### src/rtl/mem_arb_pkg.sv
// Shared types and constants for the memory port arbiter.
// Requester indices, FSM state encoding and a one-hot to index helper.
// Imported by the arbiter top and its round-robin picker.
package mem_arb_pkg;

  localparam int NUM_REQ = 3;

  localparam logic [1:0] REQ_DMA = 2'd0;
  localparam logic [1:0] REQ_CPU = 2'd1;
  localparam logic [1:0] REQ_ACL = 2'd2;

  typedef enum logic [1:0] {
    IDLE  = 2'd0,
    ISSUE = 2'd1,
    WAIT  = 2'd2
  } state_t;

  // Convert a one-hot requester vector to its index (0 when empty)
  function automatic logic [1:0] oh_to_idx(input logic [NUM_REQ-1:0] oh);
    logic [1:0] idx;
    idx = 2'd0;
    for (int i = 0; i < NUM_REQ; i++) begin
      if (oh[i]) idx = 2'(i);
    end
    return idx;
  endfunction

endpackage

### src/rtl/rr_arbiter_3.sv
// Combinational round-robin pick among three requesters.
// Latency: zero cycles; result is a pure function of request vector and pointer.
// Backpressure: none; the caller decides when the pick is consumed.
module rr_arbiter_3
  import mem_arb_pkg::*;
(
  input  logic [NUM_REQ-1:0] i_req,
  input  logic [1:0]         i_ptr,
  output logic [NUM_REQ-1:0] o_gnt,
  output logic               o_found
);

  logic [1:0] w_idx;

  // Scan upward from the pointer modulo 3; first asserted request wins
  always_comb begin
    o_gnt   = '0;
    o_found = 1'b0;
    w_idx   = 2'd0;
    for (int k = 0; k < NUM_REQ; k++) begin
      w_idx = 2'((32'(i_ptr) + 32'(k)) % NUM_REQ);
      if (!o_found && i_req[w_idx]) begin
        o_gnt[w_idx] = 1'b1;
        o_found      = 1'b1;
      end
    end
  end

endmodule

### src/rtl/mem_port_arbiter.sv
// Shares the memory controller request port among DMA, CPU and accelerator.
// Latency: request in IDLE at N -> mem_en at N+1; mem_valid at M -> _valid at M+1.
// Backpressure: one transaction in flight; other requesters wait holding _en.
module mem_port_arbiter
  import mem_arb_pkg::*;
#(
  parameter int DATA_WIDTH     = 32,
  parameter int ADDR_WIDTH     = 28,
  parameter int TIMEOUT_CYCLES = 1024
) (
  input  logic                  clk,
  input  logic                  rst_n,
  input  logic                  dma_en,
  input  logic                  dma_wr_en,
  input  logic [ADDR_WIDTH-1:0] dma_addr,
  input  logic [DATA_WIDTH-1:0] dma_data,
  output logic [DATA_WIDTH-1:0] dma_out,
  output logic                  dma_valid,
  input  logic                  cpu_en,
  input  logic                  cpu_wr_en,
  input  logic [ADDR_WIDTH-1:0] cpu_addr,
  input  logic [DATA_WIDTH-1:0] cpu_data,
  output logic [DATA_WIDTH-1:0] cpu_out,
  output logic                  cpu_valid,
  input  logic                  acl_en,
  input  logic                  acl_wr_en,
  input  logic [ADDR_WIDTH-1:0] acl_addr,
  input  logic [DATA_WIDTH-1:0] acl_data,
  output logic [DATA_WIDTH-1:0] acl_out,
  output logic                  acl_valid,
  input  logic                  dma_lock,
  output logic                  mem_en,
  output logic                  mem_wr_en,
  output logic [ADDR_WIDTH-1:0] mem_addr,
  output logic [DATA_WIDTH-1:0] mem_wdata,
  input  logic [DATA_WIDTH-1:0] mem_rdata,
  input  logic                  mem_valid,
  output logic [2:0]            grant,
  output logic                  busy,
  output logic                  err,
  input  logic                  err_clr
);

  localparam int              CNT_W    = $clog2(TIMEOUT_CYCLES + 1);
  localparam logic [CNT_W-1:0] CNT_LAST = CNT_W'(TIMEOUT_CYCLES - 1);

  state_t                r_state, w_state_nxt;
  logic [NUM_REQ-1:0]    w_req, w_req_wr, w_pick, r_grant, r_valid;
  logic                  w_found, w_win, w_timeout, w_done;
  logic [1:0]            w_pick_idx, r_idx, r_ptr;
  logic                  r_mem_en, r_wr, r_busy, r_err;
  logic [ADDR_WIDTH-1:0] r_addr;
  logic [DATA_WIDTH-1:0] r_wdata;
  logic [CNT_W-1:0]      r_cnt;
  logic [ADDR_WIDTH-1:0] w_addr [NUM_REQ];
  logic [DATA_WIDTH-1:0] w_data [NUM_REQ];
  logic [DATA_WIDTH-1:0] r_out  [NUM_REQ];

  assign w_req    = {acl_en, cpu_en, dma_en};
  assign w_req_wr = {acl_wr_en, cpu_wr_en, dma_wr_en};
  assign w_addr[REQ_DMA] = dma_addr;
  assign w_addr[REQ_CPU] = cpu_addr;
  assign w_addr[REQ_ACL] = acl_addr;
  assign w_data[REQ_DMA] = dma_data;
  assign w_data[REQ_CPU] = cpu_data;
  assign w_data[REQ_ACL] = acl_data;

  rr_arbiter_3 u_rr (
    .i_req  (w_req),
    .i_ptr  (r_ptr),
    .o_gnt  (w_pick),
    .o_found(w_found)
  );

  assign w_pick_idx = oh_to_idx(w_pick);
  assign w_win      = (r_state == IDLE) && w_found;
  // A late mem_valid on the last allowed cycle still counts as a normal completion
  assign w_timeout  = (r_state == WAIT) && !mem_valid && (r_cnt == CNT_LAST);
  assign w_done     = (r_state == WAIT) && (mem_valid || w_timeout);

  // State register
  always_ff @(posedge clk or negedge rst_n) begin
    if (!rst_n) r_state <= IDLE;
    else        r_state <= w_state_nxt;
  end

  // Next-state: IDLE waits for a pick, ISSUE lasts one cycle, WAIT ends on completion
  always_comb begin
    w_state_nxt = r_state;
    case (r_state)
      IDLE:    if (w_found) w_state_nxt = ISSUE;
      ISSUE:   w_state_nxt = WAIT;
      WAIT:    if (w_done) w_state_nxt = IDLE;
      default: w_state_nxt = IDLE;
    endcase
  end

  // Latch the winner's request and drive the registered memory-side strobe
  always_ff @(posedge clk or negedge rst_n) begin
    if (!rst_n) begin
      r_idx    <= 2'd0;
      r_grant  <= '0;
      r_wr     <= 1'b0;
      r_addr   <= '0;
      r_wdata  <= '0;
      r_mem_en <= 1'b0;
      r_busy   <= 1'b0;
    end else begin
      r_mem_en <= w_win;
      r_busy   <= (w_state_nxt != IDLE);
      if (w_win) begin
        r_idx   <= w_pick_idx;
        r_grant <= w_pick;
        r_wr    <= w_req_wr[w_pick_idx];
        r_addr  <= w_addr[w_pick_idx];
        r_wdata <= w_data[w_pick_idx];
      end else if (w_done) begin
        r_grant <= '0;
      end
    end
  end

  // Completion: pulse the winner's _valid, return data, advance the pointer
  always_ff @(posedge clk or negedge rst_n) begin
    if (!rst_n) begin
      r_valid <= '0;
      r_ptr   <= 2'd0;
      for (int i = 0; i < NUM_REQ; i++) r_out[i] <= '0;
    end else begin
      r_valid <= '0;
      if (w_done) begin
        r_valid[r_idx] <= 1'b1;
        r_out[r_idx]   <= (mem_valid && !r_wr) ? mem_rdata : '0;
        if ((r_idx == REQ_DMA) && dma_lock) r_ptr <= REQ_DMA;
        else if (r_idx == REQ_ACL)          r_ptr <= REQ_DMA;
        else                                r_ptr <= r_idx + 2'd1;
      end
    end
  end

  // WAIT-cycle counter and sticky timeout flag (a timeout beats a same-cycle clear)
  always_ff @(posedge clk or negedge rst_n) begin
    if (!rst_n) begin
      r_cnt <= '0;
      r_err <= 1'b0;
    end else begin
      if ((r_state == WAIT) && !w_done) r_cnt <= r_cnt + CNT_W'(1);
      else                              r_cnt <= '0;
      if (w_timeout)    r_err <= 1'b1;
      else if (err_clr) r_err <= 1'b0;
    end
  end

  assign mem_en    = r_mem_en;
  assign mem_wr_en = r_wr;
  assign mem_addr  = r_addr;
  assign mem_wdata = r_wdata;
  assign grant     = r_grant;
  assign busy      = r_busy;
  assign err       = r_err;
  assign dma_valid = r_valid[REQ_DMA];
  assign cpu_valid = r_valid[REQ_CPU];
  assign acl_valid = r_valid[REQ_ACL];
  assign dma_out   = r_out[REQ_DMA];
  assign cpu_out   = r_out[REQ_CPU];
  assign acl_out   = r_out[REQ_ACL];

endmodule

### config.mk
export PLATFORM = sky130hd
export DESIGN_NAME = mem_port_arbiter
export DESIGN_NICKNAME = d
export VERILOG_FILES = /design/src/rtl/mem_arb_pkg.sv /design/src/rtl/rr_arbiter_3.sv /design/src/rtl/mem_port_arbiter.sv
export SDC_FILE = /design/constraint.sdc
export NUM_CORES = 1
export LEC_CHECK = 0
export CAP_MARGIN = 30
export CELL_PAD_IN_SITES_DETAIL_PLACEMENT = 0
export CELL_PAD_IN_SITES_GLOBAL_PLACEMENT = 1
export CORE_UTILIZATION = 34
export DETAILED_ROUTE_END_ITERATION = 16
export PLACE_DENSITY_LB_ADDON = 0.2
export SYNTH_ARGS = -nofsm -noshare
export SYNTH_HDL_FRONTEND = slang
export SYNTH_SLANG_ARGS = --single-unit
### constraint.sdc
create_clock -name clk -period 4 [get_ports clk]
set_input_delay 0.4 -clock clk [delete_from_list [all_inputs] [get_ports clk]]
set_output_delay 0.4 -clock clk [all_outputs]
set_load 0.1 [all_outputs]
==> results of run 1 <==
[area by class of cell]
cell class	count	area (um2)
fillers	2226	11000
flip-flops and latches	183	4580
repair buffers	413	4340
multi-input cells	565	3650
clock buffers	18	429
well taps	324	405
clock inverters	14	156
inverters	13	48.8
[cells by family after synthesis]
family	Yosys count	share of synthesized area, %
AO/OA/AOI/OAI	184	17.1
XOR/XNOR	7	0.709
adder cells (fa/ha/maj)	5	0.724
buffers and inverters	76	5.60
flip-flops	183	53.0
multiplexers	69	8.00
AND/OR/NAND/NOR	300	14.9
[sequential cells by signal, summed over array words and instances, names as in the netlist]
signal	flops
err	1
busy	1
mem_wr_en	1
grant	3
cpu_out	32
r_idx	2
mem_en	1
mem_addr	28
acl_out	32
dma_out	32
r_cnt	11
mem_wdata	32
r_state	2
r_valid	3
r_ptr	2
[worst paths after layout]
path                                               from                        to  cells after the start
max in group asynchronous                         rst_n    acl_out[1]$_DFFE_PN0P_                      4
worst min register to register  dma_out[17]$_DFFE_PN0P_   dma_out[17]$_DFFE_PN0P_                      2
min in group asynchronous                         rst_n  mem_wdata[9]$_DFFE_PN0P_                      3
worst min-delay path            dma_out[17]$_DFFE_PN0P_   dma_out[17]$_DFFE_PN0P_                      2
worst max-delay path               r_ptr[0]$_DFFE_PN0P_  mem_addr[14]$_DFFE_PN0P_                      8
worst max register to register     r_ptr[0]$_DFFE_PN0P_  mem_addr[14]$_DFFE_PN0P_                      8
[cell usage in the layout, fill, tap and decap left out, drive strengths merged, types with 3 or more instances in the layout]
cell type,n
a211oi,61
a21oi,3
and3,3
buf,24
clkbuf,19
clkdlybuf4s50,387
clkinv,6
dfrtp,183
ha,5
inv,20
mux2i,68
nand2,138
nand2b,5
nand3,4
nor2,72
nor2b,5
nor3,61
o2111ai,3
o21ai,103
xor2,6
[metal layers]
layer	share of wire, %	wire length (um)
met1	41	11700
met2	51	14500
met3	6.0	1720
met4	2.0	563
met5	0	0
[critical path, delay by kind of cell, from the launching register on]
kind	cells	cell delay, ns
AOI/OAI and AO/OA	3	0.58
adders and majority gates	1	0.50
buffers and inverters	2	0.70
DFF	1	0.39
muxes	1	0.35
and+or+nand+nor	1	0.14
[metrics by stage]
step	worst slack, ns	utilization (%)	hold WS (ns)	cells
5_1_grt	0.994	55.3	0.504	1530
4_1_cts	1.22	55.0	0.131	1527
6_report	1.19	55.3	0.485	1530
3_3_place_gp	1.26	51.5	0.466	1485
2_1_floorplan	1.86	-	0.104	824
3_5_place_dp	1.20	52.7	0.474	1495
[what timing repair did]
action                                 in CTS  in global routing
resized for setup                           0                  0
endpoints found under the hold margin       0                 18
hold buffers                                0                  1
==> results.txt, run 1 <==
Crit-path cells -> inv_1 > ha_1 > mux2i_1 > o32ai_2 > o22ai_4 > buf_4 > nor3_1 > a211oi_2
Crit path DAT -> 3.14 ns
Synthesized area per cell -> 10.5 um2
Largest stage delay on the critical path -> 0.62 ns
Drt total wl -> 28,500 um
Clk root buf -> clkbuf_16
Max Cap Viol -> 0
Rows -> 57
Async SR Flop Fraction -> 100%
Max Clock Freq -> 0.356 GHz
TritonRoute pass-1 iters -> 4
Top-count cell post-synth -> dfrtp_1
Starting Density -> 35.1%
Post-synth EDFFs -> 0
Hpwl dp -> 19,900 um
Setup Viol. Count Final -> 0
Boundary Pins -> 389
Max Slew Vio Count -> 0
First-pass GRT wire length -> 44,800 um
Clock buffer depth -> 2
DRC Markers -> 0
Worst setup path category -> reg -> reg
IO buf count -> 388
DR WL/cell -> 18.6 um
Setup TNS -> 0 ns
Clock Sinks -> 183
Yosys top cell area share -> 53.0%
Syn Nets -> 1,052
Layout cells sized above 1 -> 11.1%
Final period util -> 70.2%
Pin count of the biggest net entering global routing -> 112
Slew HR -> 29.5%
Worst Setup Start Kind -> register
Initial DRC Count -> 353
Post-DRT Antenna Nets -> 0
Met1 global-route usage -> 27.0%
# diodes -> 0
H-tree levels -> 4
Setup Skew -> 0.0195 ns
Critical Path End Type -> register
GRT Residual Overflow -> 0
Top cells by instance count after synthesis -> dfrtp_1, nand2_1, o21ai_1
Mapped Area -> 8650 um2
Dpl cell area -> 13,000 um2
Sequential area share after synthesis -> 53.0%
Gr usage total -> 22.2%
Synth warn -> 0
FF-to-FF setup slack -> 1.19 ns
Worst-path clk slew -> 0.07 ns
Die extent in y -> 161 um
Worst min path class -> reg -> reg
CTS tree -> done
CTS Buf Count -> 17
Cell taking the most area after synthesis -> dfrtp_1
Post-CTS setup buffers -> 0
Die area -> 26,100 um2
Crit-path slowest cell -> buf_4
Worst skew pair latency -> 0.43 ns
Post-layout min period -> 2.81 ns
Area growth syn-to-layout -> 57.4%
Worst Path Max Fanout -> 63
Design area -> 13,600 um2
Final Hold Viols -> 0
Worst slew pin tran -> 1.05 ns
Vias in the first global route -> 7,659
Die Wd -> 161 um
Total number of vias -> 7,298
Unrepaired setup endpoints after global routing -> false
Core outline area -> 24,600 um2
Met2 Use GR -> 38.6%
Met3 GRT Util -> 6.19%
Busiest layer in global routing -> met2
Main flop type after synthesis -> dfrtp_1
Synth unique cells -> 51
Status -> finished clean
Mapped Cells -> 824
Critical Path RT -> 4.33 ns
DR vias/cell -> 4.77
Area contributors post-synth -> dfrtp_1, a211oi_2, mux2i_1, nand2_1, o21ai_1
Initial antenna violation count -> 0
Fin nets -> 1,421
Seq cells post-synth -> 183
Placer Congestion -> 0.813
Power of run 1 is not shown: default switching activity piles up to over one toggle a cycle in this logic, so the estimate is an artifact.
==> inputs of run 2 (changes only) <==
Settings changed: CORE_UTILIZATION 34 to 31.
Clock period 4 ns to 2.8 ns, I/O delays scaled along.
==> run 2 against run 1 <==
  * Core utilization down 7.1 points
  * Maximum frequency up 12%
  * Global-route usage down 1.6 points
  * Clock-buffer cell count unchanged
  * Critical endpoint is now mem_addr[4]$_DFFE_PN0P_
==> results.txt, run 2 (synthesis results as in run 1) <==
Post-CTS setup buffers -> 0 (unchanged)
Post-layout min period -> 2.51 ns (was 2.81 ns)
Worst setup margin -> 0.290 ns (was 1.19 ns)
Hpwl dp -> 21,000 um (was 19,900 um)
Layout Cells excl Fill -> 1,573 (was 1,530)
Setup Viol. Count Final -> 0 (unchanged)
Pin count of the biggest net entering global routing -> 74 (was 112)
Critical Path RT -> 3.10 ns (was 4.33 ns)
Core outline area -> 27,200 um2 (was 24,600 um2)
Status -> finished clean (unchanged)
Worst Path Max Fanout -> 17 (was 63)
GRT Residual Overflow -> 0 (unchanged)
Worst-path clk slew -> 0.08 ns (was 0.07 ns)
CTS tree -> done (unchanged)
Initial DRC Count -> 334 (was 353)
Max Clock Freq -> 0.398 GHz (was 0.356 GHz)
Most frequent cells in the layout -> clkdlybuf4s50_1, dfrtp_1, buf_4 (was clkdlybuf4s50_1, dfrtp_1, nand2_1)
CP bufs+invs -> 3 (was 2)
Fin nets -> 1,414 (was 1,421)
Crit-path slowest cell -> ha_1 (was buf_4)
Clock Sinks -> 183 (unchanged)
Worst min path class -> in -> async (was reg -> reg)
Register-to-Register Path Depth -> 9 (was 8)
Die area -> 28,600 um2 (was 26,100 um2)
Critical Path End Type -> register (unchanged)
Area growth syn-to-layout -> 51.5% (was 57.4%)
Top delay family on crit path -> simple AND/OR/NAND/NOR gates (was buffers and inverters)
Final Hold Viols -> 0 (unchanged)
Die Wd -> 169 um (was 161 um)
DRC Markers -> 0 (unchanged)
Max Cap Viol -> 0 (unchanged)
First-pass GRT wire length -> 45,000 um (was 44,800 um)
Reg-to-Reg Start -> r_ptr[0]$_DFFE_PN0P_ (unchanged)
DR WL/cell -> 18.5 um (was 18.6 um)
Max Slew Vio Count -> 0 (unchanged)
Drt total wl -> 29,100 um (was 28,500 um)
DR vias/cell -> 4.64 (was 4.77)
Clock buffer depth -> 2 (unchanged)
Worst Setup Start Kind -> register (unchanged)
Largest stage delay on the critical path -> 0.45 ns (was 0.62 ns)
Unrepaired setup endpoints after global routing -> false (unchanged)
Worst slew pin tran -> 0.725 ns (was 1.05 ns)
Post-DRT Antenna Nets -> 0 (unchanged)
Gr usage total -> 20.6% (was 22.2%)
Die extent in y -> 169 um (was 161 um)
Vias in the first global route -> 7,628 (was 7,659)
Dpl cell area -> 12,500 um2 (was 13,000 um2)
CTS-repair resized insts -> 0 (unchanged)
Rows -> 60 (was 57)
H-tree levels -> 4 (unchanged)
Final period util -> 89.6% (was 70.2%)
Crit-path cells -> inv_1 > ha_1 > nand2b_1 > a311oi_2 > a22oi_4 > inv_2 > and2_4 > buf_12 > a211oi_2 (was inv_1 > ha_1 > mux2i_1 > o32ai_2 > o22ai_4 > buf_4 > nor3_1 > a211oi_2)
Initial antenna violation count -> 2 (was 0)
Setup WS pre-CTS -> 0.270 ns (was 1.20 ns)
Design area -> 13,100 um2 (was 13,600 um2)
Worst skew pair latency -> 0.43 ns (about the same)
Crit path DAT -> 2.81 ns (was 3.14 ns)
TritonRoute pass-1 iters -> 4 (unchanged)
Placer Congestion -> 0.813 (about the same)
Most common cell after layout, fill and taps aside -> clkdlybuf4s50_1 (unchanged)
Total number of vias -> 7,300 (was 7,298)
Inst Count DP -> 1,538 (was 1,495)
Worst setup path category -> reg -> reg (unchanged)
Boundary Pins -> 389 (unchanged)
Layout cells sized above 1 -> 24.4% (was 11.1%)
Slew HR -> 51.5% (was 29.5%)
CTS Buf Count -> 17 (unchanged)
Starting Density -> 31.8% (was 35.1%)
Clk root buf -> clkbuf_16 (unchanged)
IO buf count -> 388 (unchanged)
Worst flop-to-flop path endpoint -> mem_addr[4]$_DFFE_PN0P_ (was mem_addr[14]$_DFFE_PN0P_)
FF-to-FF setup slack -> 0.29 ns (was 1.19 ns)
Fillers -> 2,650 (was 2,226)
Setup Skew -> 0.0149 ns (was 0.0195 ns)
Setup TNS -> 0 ns (unchanged)
## run 2: final cells by class
class	instances	area [um2]	share of cell area, %
Multi-Input combinational cell	565	3650	27.8
Timing Repair Buffer	406	3770	28.8
Inverter	13	48.8	0.373
Sequential cell	183	4580	35.0
Tap cell	372	465	3.55
Clock inverter	14	150	1.15
Antenna cell	2	5.00	0.0382
Clock buffer	18	429	3.28
## run 2: through the flow
stage,hold slack (ns),utilization (%)
floorplan,-0.0156,-
global placement,0.254,46.0
detailed placement,0.254,46.0
CTS,0.350,48.2
global route,0.384,48.2
finish,0.331,48.2
## run 2: how the worst max path moves through the flow
stage	from	end	slack (ns)	cells past startpoint
after floorplan	r_ptr[0]$_DFFE_PN0P_	mem_wdata[1]$_DFFE_PN0P_	0.66	11
after global placement	r_ptr[0]$_DFFE_PN0P_	mem_wdata[6]$_DFFE_PN0P_	0.34	9
after detailed placement	r_ptr[0]$_DFFE_PN0P_	mem_wdata[7]$_DFFE_PN0P_	0.27	9
after CTS	r_ptr[0]$_DFFE_PN0P_	mem_addr[21]$_DFFE_PN0P_	0.27	9
after global routing	r_ptr[0]$_DFFE_PN0P_	mem_wdata[10]$_DFFE_PN0P_	0.12	8
final	r_ptr[0]$_DFFE_PN0P_	mem_addr[4]$_DFFE_PN0P_	0.29	9
## run 2: per-layer routing
layer  global-route usage (%)  up-vias  wire [um]
li1                         -     3577          -
met1                     25.6     3476      12300
met2                     35.3      210      14500
met3                     4.19       37       1370
met4                     7.83        0        822
met5                        0        -          0
## run 2: repair_timing
item,CTS,global route
endpoints found under the setup margin,0,0
hold endpoints to repair,45,0
hold buffers,1,0
Power of run 2 is left out for the same reason.
==> inputs of run 3 (changes only) <==
Settings changed: CAP_MARGIN 30 to not set.
==> results of run 3 <==
The final DEF is identical to that of run 2; final timing and power are the same.
Power of run 3 is left out for the same reason.
